File: src/rtl/mc_control_fsm.sv
// rtl/mc_control_fsm.sv - multi-cycle MIPS control FSM with ready-based memory handshake
// Moore-decoded datapath strobes; only FETCH/MEMWR completion and BRANCH PC load look at inputs.
module mc_control_fsm #(
  parameter int MAX_WAIT   = 16,
  parameter bit ENABLE_JAL = 1'b1
) (
  input  logic       clk,
  input  logic       rst,
  input  logic [5:0] operation,
  input  logic [5:0] func,
  input  logic       zero,
  input  logic       mem_ready,
  output logic       mem_req,
  output logic       mem_we,
  output logic       instr_or_data,
  output logic       instr_reg_we,
  output logic       pc_reg_we,
  output logic       reg_we,
  output logic [1:0] reg_write_addr,
  output logic [1:0] reg_write_data,
  output logic [1:0] alu_src_a,
  output logic [2:0] alu_src_b,
  output logic [1:0] pc_src,
  output logic [2:0] alu_controller,
  output logic       retire,
  output logic       fault
);

  localparam logic [3:0] S_FETCH  = 4'd0;
  localparam logic [3:0] S_DECODE = 4'd1;
  localparam logic [3:0] S_MEMADR = 4'd2;
  localparam logic [3:0] S_MEMRD  = 4'd3;
  localparam logic [3:0] S_MEMWB  = 4'd4;
  localparam logic [3:0] S_MEMWR  = 4'd5;
  localparam logic [3:0] S_EXEC   = 4'd6;
  localparam logic [3:0] S_ALUWB  = 4'd7;
  localparam logic [3:0] S_IMMEX  = 4'd8;
  localparam logic [3:0] S_IMMWB  = 4'd9;
  localparam logic [3:0] S_BRANCH = 4'd10;
  localparam logic [3:0] S_JUMP   = 4'd11;
  localparam logic [3:0] S_FAULT  = 4'd12;

  localparam logic [5:0] OP_RTYPE = 6'b000000;
  localparam logic [5:0] OP_LW    = 6'b100011;
  localparam logic [5:0] OP_SW    = 6'b101011;
  localparam logic [5:0] OP_BEQ   = 6'b000100;
  localparam logic [5:0] OP_BNE   = 6'b000101;
  localparam logic [5:0] OP_ADDI  = 6'b001000;
  localparam logic [5:0] OP_ANDI  = 6'b001100;
  localparam logic [5:0] OP_ORI   = 6'b001101;
  localparam logic [5:0] OP_SLTI  = 6'b001010;
  localparam logic [5:0] OP_J     = 6'b000010;
  localparam logic [5:0] OP_JAL   = 6'b000011;

  localparam logic [2:0] ALU_ADD = 3'b010;
  localparam logic [2:0] ALU_SUB = 3'b110;
  localparam logic [2:0] ALU_AND = 3'b000;
  localparam logic [2:0] ALU_OR  = 3'b001;
  localparam logic [2:0] ALU_SLT = 3'b111;

  localparam int CW = (MAX_WAIT > 0) ? $clog2(MAX_WAIT + 1) : 1;
  localparam logic [CW-1:0] WAIT_LIM = CW'(MAX_WAIT);

  logic [3:0]    state;
  logic [3:0]    next_state;
  logic [CW-1:0] wait_cnt;
  logic          active;
  logic          wait_state;
  logic          timeout;
  logic [2:0]    r_alu;
  logic          r_legal;
  logic [2:0]    i_alu;

  assign wait_state = (state == S_FETCH) || (state == S_MEMRD) || (state == S_MEMWR);
  assign timeout    = (MAX_WAIT > 0) && wait_state && !mem_ready && (wait_cnt == WAIT_LIM);

  always_comb begin
    r_legal = 1'b1;
    case (func)
      6'b100000: r_alu = ALU_ADD;
      6'b100010: r_alu = ALU_SUB;
      6'b100100: r_alu = ALU_AND;
      6'b100101: r_alu = ALU_OR;
      6'b101010: r_alu = ALU_SLT;
      default: begin
        r_alu   = ALU_ADD;
        r_legal = 1'b0;
      end
    endcase
    case (operation)
      OP_ANDI: i_alu = ALU_AND;
      OP_ORI:  i_alu = ALU_OR;
      OP_SLTI: i_alu = ALU_SLT;
      default: i_alu = ALU_ADD;
    endcase
  end

  always_comb begin
    next_state     = state;
    mem_req        = 1'b0;
    mem_we         = 1'b0;
    instr_or_data  = 1'b0;
    instr_reg_we   = 1'b0;
    pc_reg_we      = 1'b0;
    reg_we         = 1'b0;
    reg_write_addr = 2'd0;
    reg_write_data = 2'd0;
    alu_src_a      = 2'd0;
    alu_src_b      = 3'd0;
    pc_src         = 2'd0;
    alu_controller = ALU_ADD;
    retire         = 1'b0;
    fault          = 1'b0;
    case (state)
      S_FETCH: begin
        mem_req   = 1'b1;
        alu_src_b = 3'd1;
        if (mem_ready) begin
          instr_reg_we = 1'b1;
          pc_reg_we    = 1'b1;
          next_state   = S_DECODE;
        end else if (timeout) begin
          next_state = S_FAULT;
        end
      end
      S_DECODE: begin
        alu_src_b = 3'd3;
        case (operation)
          OP_RTYPE:                         next_state = S_EXEC;
          OP_LW, OP_SW:                     next_state = S_MEMADR;
          OP_BEQ, OP_BNE:                   next_state = S_BRANCH;
          OP_ADDI, OP_ANDI, OP_ORI, OP_SLTI: next_state = S_IMMEX;
          OP_J:                             next_state = S_JUMP;
          OP_JAL:                           next_state = ENABLE_JAL ? S_JUMP : S_FAULT;
          default:                          next_state = S_FAULT;
        endcase
      end
      S_MEMADR: begin
        alu_src_a  = 2'd1;
        alu_src_b  = 3'd2;
        next_state = (operation == OP_LW) ? S_MEMRD : S_MEMWR;
      end
      S_MEMRD: begin
        mem_req       = 1'b1;
        instr_or_data = 1'b1;
        if (mem_ready)    next_state = S_MEMWB;
        else if (timeout) next_state = S_FAULT;
      end
      S_MEMWB: begin
        reg_we         = 1'b1;
        reg_write_data = 2'd1;
        retire         = 1'b1;
        next_state     = S_FETCH;
      end
      S_MEMWR: begin
        mem_req       = 1'b1;
        mem_we        = 1'b1;
        instr_or_data = 1'b1;
        if (mem_ready) begin
          retire     = 1'b1;
          next_state = S_FETCH;
        end else if (timeout) begin
          next_state = S_FAULT;
        end
      end
      S_EXEC: begin
        alu_src_a      = 2'd1;
        alu_controller = r_alu;
        next_state     = r_legal ? S_ALUWB : S_FAULT;
      end
      S_ALUWB: begin
        reg_we         = 1'b1;
        reg_write_addr = 2'd1;
        retire         = 1'b1;
        next_state     = S_FETCH;
      end
      S_IMMEX: begin
        alu_src_a      = 2'd1;
        alu_src_b      = (operation == OP_ANDI || operation == OP_ORI) ? 3'd4 : 3'd2;
        alu_controller = i_alu;
        next_state     = S_IMMWB;
      end
      S_IMMWB: begin
        reg_we     = 1'b1;
        retire     = 1'b1;
        next_state = S_FETCH;
      end
      S_BRANCH: begin
        alu_src_a      = 2'd1;
        alu_controller = ALU_SUB;
        pc_src         = 2'd1;
        pc_reg_we      = (operation == OP_BEQ) ? zero : !zero;
        retire         = 1'b1;
        next_state     = S_FETCH;
      end
      S_JUMP: begin
        pc_src     = 2'd2;
        pc_reg_we  = 1'b1;
        retire     = 1'b1;
        next_state = S_FETCH;
        if (operation == OP_JAL) begin
          reg_we         = 1'b1;
          reg_write_addr = 2'd2;
          reg_write_data = 2'd2;
        end
      end
      S_FAULT: fault = 1'b1;
      default: next_state = S_FAULT;
    endcase
    // Nothing may request or write until the first edge that samples reset released.
    if (!(rst && active)) begin
      mem_req      = 1'b0;
      mem_we       = 1'b0;
      instr_reg_we = 1'b0;
      pc_reg_we    = 1'b0;
      reg_we       = 1'b0;
      retire       = 1'b0;
    end
  end

  always_ff @(posedge clk) begin
    if (!rst) begin
      state    <= S_FETCH;
      wait_cnt <= '0;
      active   <= 1'b0;
    end else if (!active) begin
      active <= 1'b1;
    end else begin
      state <= next_state;
      if (next_state != state || mem_ready) wait_cnt <= '0;
      else if (wait_state)                  wait_cnt <= wait_cnt + 1'b1;
    end
  end

endmodule

File: config.mk
export PLATFORM = sky130hd
export DESIGN_NAME = mc_control_fsm
export DESIGN_NICKNAME = d
export VERILOG_FILES = /design/src/rtl/mc_control_fsm.sv
export SDC_FILE = /design/constraint.sdc
export NUM_CORES = 1
export LEC_CHECK = 0
export BUFFER_PORTS_ARGS = -buffer_cell sky130_fd_sc_hd__clkbuf_2
export CAP_MARGIN = 20
export CORE_ASPECT_RATIO = 1.4
export CORE_MARGIN = 10
export CORE_UTILIZATION = 45
export DETAILED_ROUTE_END_ITERATION = 10
export MAX_ROUTING_LAYER = met4
export PLACE_DENSITY = 0.76
export SLEW_MARGIN = 5
export SYNTH_ARGS = -nofsm -noshare
export SYNTH_HDL_FRONTEND = slang
export SYNTH_SLANG_ARGS = --single-unit
File: constraint.sdc
create_clock -name clk -period 2.25 [get_ports clk]
set_input_delay 0.45 -clock clk [delete_from_list [all_inputs] [get_ports clk]]
set_output_delay 0.45 -clock clk [all_outputs]
set_load 0.05 [all_outputs]
==> reports/metrics.yaml, run 1 <==
antenna_found_initial: 0
grt_overflow: 0
timing.final.crit_share_pct: 104
grt.busiest_layer: "met2"
vias: 1693
grt_usage_pct: 17.6
r2r_setup_slack_ps: 160
route.detailed.drc: 0
drtIter0Drc: 123
cp.required_ps: 1800
cts_setup_buffers: 0
path_class: "in2out"
crit_path_end_kind: "output port"
synth_cell_types: 54
area_growth_pct: 55.6
syn_area_um2: 1310
die-area_um2: 5500
die_width_um: 65.6
violations: "negative setup slack"
wl_per_cell_um: 16.5
syn_nets: 213
core_area_um2: 2820
path_clk_slew_ps: 40
fin_area_um2: 2040
vdd_drop_max_mv: 0.375
drive_above_1_share_pct: 44.7
viasPerCell: 5.98
cp_data_arrival_time_ps: 1880
cts_buffer_depth: 2
first_pass_iters: 4
ys_async_sr_fraction_pct: 0
dp_hpwl_um: 3470
synthCells: 195
use_met2_pct: 30.4
io_pins: 38
grt.met1_usage_pct: 17.5
dp_cells: 280
rows: 23
worstSetupStartpointType: "input port"
ys.warnings.count: 0
critPathMaxFanout: 2
min_path_type: "in2reg"
groute.layer.met3.usage_pct: 3.36
ant_nets: 0
fin_ws_ps: -82.4
max-cap-violations: 0
leakage_nw: 0.778
grt_pass1_vias: 1648
start_util_pct: 46.5
dpl-instance-area_um2: 1900
fmax_mhz: 429
place_ws_ps: -149
n_antenna_cell: 0
instances_no_fill: 283
finalMaxSlewViolations: 0
synth-edff-count: 0
grt_max_degree: 19
power_density_nw_per_um2: 367
rsz0062_at_grt: "true"
skew_ps: 0.590
htreeDepth: 1
worst_skew_pair.late_latency_ps: 240
finalSetupViolCount: 3
grt_pass1_wl_um: 7800
die_y_um: 83.8
port_buffers: 36
hold_buffers: 0
drt-total-wl_um: 4680
ys.flop_type: "dfxtp_1"
clockRootBuffer: "clkbuf_8"
seq_area_frac_synth_pct: 15.3
finalNetCount: 266
finalHoldViolCount: 0
gp_congestion: 0.833
synth_seq_cells: 10
avgSynthCellArea_um2: 6.72
finalCriticalPeriod_ps: 2330
cts_sinks: 10
cts_tree: "built"
run_status: "complete, but fails checks"
cts-buffers-inserted: 3
==> worst max-delay path: stages <==
cell,delay [ps]
buf_6,90
or3_4,390
nor3b_2,190
xnor2_1,190
o211ai_1,120
o21a_1,140
nor3_4,150
buf_12,160
==> worst paths after layout <==
path / startpoint / end / cells after the start
max: operation[3] / pc_reg_we / 8
min: rst / active$_DFF_P_ / 2
max reg2reg: state[2]$_SDFFE_PN0P_ / wait_cnt[2]$_SDFFE_PN0P_ / 9
min reg2reg: wait_cnt[2]$_SDFFE_PN0P_ / wait_cnt[2]$_SDFFE_PN0P_ / 2
==> cells in the final DEF, fill, tap and decap left out, types with 2 or more instances in the layout <==
cell,Yosys,layout
a211o_1,2,2
a211oi_1,4,2
a211oi_2,1,3
a21oi_1,9,7
a21oi_2,2,3
a22oi_1,5,4
a311oi_1,2,2
and2_1,2,2
and3_1,3,3
buf_12,0,5
buf_4,2,30
buf_6,2,7
clkbuf_2,0,24
clkbuf_8,0,3
dfxtp_1,10,9
ha_1,2,2
inv_1,6,6
nand2_1,15,15
nand2b_1,6,6
nand3_1,7,6
nand4_1,5,5
nand4b_1,2,2
nor2_1,29,22
nor2_2,0,3
nor2_4,0,4
nor2b_1,7,7
nor3_2,0,3
nor3_4,0,3
nor4_1,5,2
nor4_4,0,2
o21a_1,5,5
o21ai_0,9,8
or3_4,0,2
or3b_1,2,2
xnor2_1,2,2
==> report_power, final <==
group          leakage (nW)  total [W]  switching [W]  internal [W]
logic                 0.674   0.000373       0.000231      0.000142
clock network        0.0216   0.000183      0.0000666      0.000117
registers            0.0824   0.000191     0.00000764      0.000184
==> registers in the layout, indices dropped and copies added, names as in the netlist <==
signal and cells:
active 1, state 4, wait_cnt 5
==> metal layers <==
layer / wire (um) / share of wire, %
met1: 1810 / 39
met2: 2480 / 53
met3: 217 / 4.6
met4: 169 / 3.6
met5: 0 / 0
==> final cells by class <==
cell class	instances	area, um2
fill	239	782
clock buffer	3	41.3
inverter	6	22.5
multi-input combinational	160	1190
sequential	10	204
timing repair buffer	67	532
tap	37	46.3
==> cells in the mapped netlist, drive strengths merged (5+ instances only) <==
cell     n  area [um2]
o21a     5        37.5
nand3    7        35.0
a211oi   5        42.5
nand2   15        56.3
nand2b   6        37.5
nor2b    7        43.8
clkbuf  10        37.5
dfxtp   10         200
o21ai    9        45.0
nand4    5        31.3
inv      6        22.5
nor3     7        35.0
a22oi    5        37.5
a21oi   11        62.6
nor2    29         109
nor4     5        31.3
buf      9        60.1
==> cells by family after synthesis <==
logic type / share of synthesized area (%)
muxes: 2.67
xor gates and xnor gates: 2.01
adders and majority gates: 1.91
and+or+nand+nor: 40.2
buffers and inverters: 9.17
AOI/OAI and AO/OA: 28.5
other: 0.286
DFF: 15.3
==> through the flow <==
stage | total power [W] | TNS (ps) | utilization [%] | hold slack, ps
after global placement | 0.000544 | -540 | 67.5 | 519
after floorplan | 0.000445 | -796 | - | 478
after global routing | 0.000795 | -256 | 72.3 | 533
final | 0.000748 | -119 | 72.3 | 512
after CTS | 0.000742 | -79.8 | 70.1 | 517
after detailed placement | 0.000547 | -698 | 67.5 | 526
==> what timing repair did <==
| item | in CTS | in global routing |
|---|---|---|
| setup endpoints to repair | 5 | 11 |
| resized for setup | 9 | 22 |
| pin swaps | 7 | 6 |
(Power assumes the default switching activity.)
==> inputs of run 2 (changes only) <==
--- a/config.mk
+++ b/config.mk
@@ -9,10 +9,10 @@
 export CAP_MARGIN = 20
 export CORE_ASPECT_RATIO = 1.4
 export CORE_MARGIN = 10
-export CORE_UTILIZATION = 45
+export CORE_UTILIZATION = 47
 export DETAILED_ROUTE_END_ITERATION = 10
 export MAX_ROUTING_LAYER = met4
-export PLACE_DENSITY = 0.76
+export PLACE_DENSITY = 0.78
 export SLEW_MARGIN = 5
 export SYNTH_ARGS = -nofsm -noshare
 export SYNTH_HDL_FRONTEND = slang
==> reports/metrics.yaml, run 2 (synthesized netlist as in run 1, its figures left out) <==
top_regs: "wait_cnt (5), state (4), active (1)"
drtIter0Drc: 63
drt-total-wl_um: 4640
cts_tree: "built"
clockRootBuffer: "clkbuf_4"
cts_buffer_depth: 2
finalNetCount: 264
min_path_type: "in2reg"
total_power_w: 0.000689
place_ws_ps: -197
largest_register_ffs: 5
final_util_pct: 78.7
critical-path-max-stage-delay_ps: 370
cp_slowest_cell: "dfxtp_1"
io_pins: 38
wl_per_cell_um: 16.6
grt_max_degree: 23
grt_pass1_wl_um: 7210
die_y_um: 82.5
finalCriticalPeriod_ps: 2340
fmax_mhz: 428
critPathBufInv: 3
dp_cells: 273
gp_congestion: 0.885
route.detailed.drc: 0
finalSetupViolCount: 5
finalHoldViolCount: 0
cp_data_arrival_time_ps: 1890
first_pass_iters: 4
rsz0062_at_grt: "true"
ant_nets: 0
antenna_found_initial: 0
die-area_um2: 5330
layout_commonest_cell: "buf_4"
top_register: "wait_cnt"
rows: 22
finalMaxSlewViolations: 0
path_clk_slew_ps: 60
timing.final.crit_share_pct: 104
violations: "negative setup slack"
area_growth_pct: 58.8
worstSetupStartpointType: "flop"
start_util_pct: 49.6
die_width_um: 64.6
cts-buffers-inserted: 3
leakage_nw: 0.790
core_area_um2: 2640
fin_ws_ps: -86.4
layout_common_cells: "buf_4, clkbuf_2, nor2_1"
crit_path_frequent_cell: "buf_12"
viasPerCell: 6.00
port_buffers: 36
vdd_drop_max_mv: 0.359
hold_buffers: 0
run_status: "complete, but fails checks"
crit_family: "buffers and inverters"
worst_skew_pair.late_latency_ps: 270
skew_ps: 8.48
crit_path_end_kind: "output port"
path_cells: "buf_12 -> nand2_1 -> buf_4 -> o21ai_0 -> a22oi_1 -> or3_4 -> buf_12"
grt_usage_pct: 16.4
grt_overflow: 0
power_density_nw_per_um2: 331
drive_above_1_share_pct: 45.9
instances_no_fill: 280
n_antenna_cell: 0
critPathMaxFanout: 22
max-cap-violations: 0
dp_hpwl_um: 3630
finalSetupTns_ps: -241
cp.required_ps: 1800
cts_sinks: 10
grt_pass1_vias: 1581
vias: 1681
path_class: "reg2out"
htreeDepth: 1
## run 2: changes by cell type in the layout (fill, tap and decap cells not counted), sizes merged
| cell | previous run | this run |
|---|---|---|
| clkbuf | 28 | 26 |
## run 2: path summary, 6_finish.rpt
check	startpoint	end	slack (ps)	cells past startpoint
setup / recovery	state[2]$_SDFFE_PN0P_	alu_controller[1]	-90	7
hold / removal	rst	active$_DFF_P_	480	2
setup reg to reg	state[0]$_SDFFE_PN0P_	wait_cnt[4]$_SDFFE_PN0P_	110	7
hold reg to reg	wait_cnt[1]$_SDFFE_PN0P_	wait_cnt[1]$_SDFFE_PN0P_	550	2
## run 2: worst register-to-register path, delay by kind of cell (launching register included)
kind               cells  cell delay [ps]
AOI/OAI and AO/OA      4              850
and+or+nand+nor        3              670
DFF                    1              520
## run 2: report_power, final
group | internal (W) | leakage [nW] | switching (W)
registers | 0.000184 | 0.0825 | 0.0000112
clock network | 0.0000617 | 0.0138 | 0.0000592
logic | 0.000141 | 0.694 | 0.000231
total | 0.000387 | 0.790 | 0.000302
## run 2: timing repair
item / 4_1_cts / 5_1_grt
setup endpoints to repair: 4 / 10
pin swaps: 5 / 10
gates resized for setup: 9 / 21
buffers inserted: 2 / 3
## run 2: area by class of cell
class,instances,area (um2)
tap,36,45.0
clock buffer,3,22.5
sequential,10,203
multi-input combinational,160,1220
timing repair buffer,65,568
fill,203,562
inverter,6,22.5
## run 2: per-stage QoR
step / area (um2) / hold slack [ps]
6_report: 2080 / 479
5_1_grt: 2080 / 500
4_1_cts: 1990 / 475
3_5_place_dp: 1910 / 528
3_3_place_gp: 1910 / 515
2_1_floorplan: 1490 / 478
## run 2: routing by layer
| layer | share of wire, % | up-vias | track usage (%) |
|---|---|---|---|
| met2 | 59 | 50 | 33.5 |
| li1 | - | 805 | - |
| met5 | 0 | - | - |
| met1 | 36 | 818 | 15.8 |
| met3 | 4.1 | 8 | 2.56 |
| met4 | 1.4 | 0 | 3.22 |
==> inputs of run 3 (changes only) <==
--- a/config.mk
+++ b/config.mk
@@ -13,6 +13,7 @@
 export DETAILED_ROUTE_END_ITERATION = 10
 export MAX_ROUTING_LAYER = met4
 export PLACE_DENSITY = 0.78
+export SETUP_SLACK_MARGIN = 0.3
 export SLEW_MARGIN = 5
 export SYNTH_ARGS = -nofsm -noshare
 export SYNTH_HDL_FRONTEND = slang
==> reports/metrics.yaml, run 3 (synthesized netlist as in run 1, its figures left out) <==
rr_worst_depth: 8
finalCriticalPeriod_ps: 2550
worstSetupStartpointType: "flop"
rows: 22
top_regs: "wait_cnt (5), state (4), active (1)"
grt_max_degree: 21
dp_hpwl_um: 3650
wl_met2_um: 3970
gp_congestion: 0.943
cp_data_arrival_time_ps: 2100
grt_usage_pct: 20.4
crit_path_end_kind: "output port"
dpl-instance-area_um2: 1920
rr_startpoint: "state[1]$_SDFFE_PN0P_"
max_slew_margin_pct: 64.4
port_buffers: 36
start_util_pct: 49.6
wl_met3_um: 931
core_area_um2: 2640
grt_pass1_wl_um: 8630
worst_skew_pair.late_latency_ps: 280
drt-total-wl_um: 8390
max-cap-violations: 0
clockRootBuffer: "clkbuf_4"
dr.max_layer_used: "met4"
min_path_type: "in2reg"
layout_common_cells: "buf_4, buf_6, nor2_1"
cts_sinks: 10
crit_end: "alu_controller[1]"
crit_path_start: "state[3]$_SDFFE_PN0P_"
n_antenna_cell: 0
place_ws_ps: -225
violations: "negative setup slack"
vdd_drop_max_mv: 0.387
cp.depth: 7
cts_buffer_depth: 2
final_util_pct: 94.8
path_class: "reg2out"
cts_tree: "built"
viasPerCell: 7.30
wl_per_cell_um: 28.5
timing.final.crit_share_pct: 113
die_y_um: 82.5
r2r_end: "wait_cnt[3]$_SDFFE_PN0P_"
path_clk_slew_ps: 70
path_cells: "inv_2 -> nand2_1 -> buf_4 -> o21ai_0 -> a22oi_1 -> or3_4 -> buf_12"
cp.required_ps: 1800
cp_slowest_cell: "or3_4"
top_register: "wait_cnt"
antenna_found_initial: 0
fin_ws_ps: -298
first_pass_iters: 5
finalMaxSlewViolations: 0
finalHoldViolCount: 0
grt_overflow: 0
rsz0062_at_grt: "true"
whs_ps: 551
route.detailed.drc: 0
critical-path-max-stage-delay_ps: 410
die-area_um2: 5330
grt_pass1_vias: 1866
area_growth_pct: 91.2
power_density_nw_per_um2: 346
die_width_um: 64.6
total_power_w: 0.000866
crit_family: "simple AND/OR/NAND/NOR gates"
drtIter0Drc: 290
layout_commonest_cell: "buf_4"
tightest_slew_ps: 528
finalNetCount: 278
critPathBufInv: 3
r2r_setup_slack_ps: 40
critPathMaxFanout: 6
largest_register_ffs: 5
finalSetupViolCount: 9
cts-buffers-inserted: 3
fmax_mhz: 393
met1_length_um: 2710
io_pins: 38
htreeDepth: 1
drive_above_1_share_pct: 57.0
vias: 2147
leakage_nw: 0.934
ant_nets: 0
hold_buffers: 0
run_status: "complete, but fails checks"
fin_area_um2: 2500
skew_ps: 4.30
## run 3: cell type report
| type | count | area [um2] |
|---|---|---|
| multi-input combinational | 160 | 1380 |
| timing repair buffer | 79 | 822 |
| sequential | 10 | 213 |
| fill | 74 | 138 |
| tap | 36 | 45.0 |
| clock buffer | 3 | 22.5 |
| inverter | 6 | 22.5 |
## run 3: worst reg2reg max path: stages (launching register included)
cell and delay [ps]:
dfxtp_4 410, nand2b_4 180, or3_4 380, a211o_1 280, and3_4 200, o221ai_4 280
buf_4 170, a211oi_2 30, o21a_1 180
## run 3: layer usage
layer,vias up,GRT usage [%]
met5,-,-
met4,0,9.66
met3,87,3.10
met2,253,40.6
met1,973,18.5
li1,834,-
## run 3: how the worst min path moves through the flow
stage	end	startpoint	slack (ps)	depth (start not counted)
after global placement	wait_cnt[2]$_SDFFE_PN0P_	wait_cnt[2]$_SDFFE_PN0P_	510	2
after detailed placement	wait_cnt[2]$_SDFFE_PN0P_	wait_cnt[2]$_SDFFE_PN0P_	540	2
after global routing	active$_DFF_P_	rst	550	2
final	active$_DFF_P_	rst	550	2
after floorplan	active$_DFF_P_	rst	480	0
after CTS	active$_DFF_P_	rst	510	2
## run 3: what timing repair did
item	in CTS	in global routing
pin swaps	18	23
setup endpoints to repair	25	23
cloned	0	1
endpoints found under the hold margin	0	0
buffers inserted	9	11
gates resized for setup	52	52
## run 3: power by group
group	total (W)	switching, W	internal (W)	leakage [nW]
Combinational	0.000541	0.000324	0.000217	0.836
Sequential	0.000196	0.0000134	0.000183	0.0840
Clock	0.000129	0.0000671	0.0000622	0.0138
Total	0.000866	0.000404	0.000462	0.934
## run 3: metrics by stage
step                setup TNS [ps]  instances
floorplan                     -358        195
global placement              -680        270
detailed placement           -1170        270
CTS                          -97.6        282
global route                 -1840        294
finish                       -1300        294
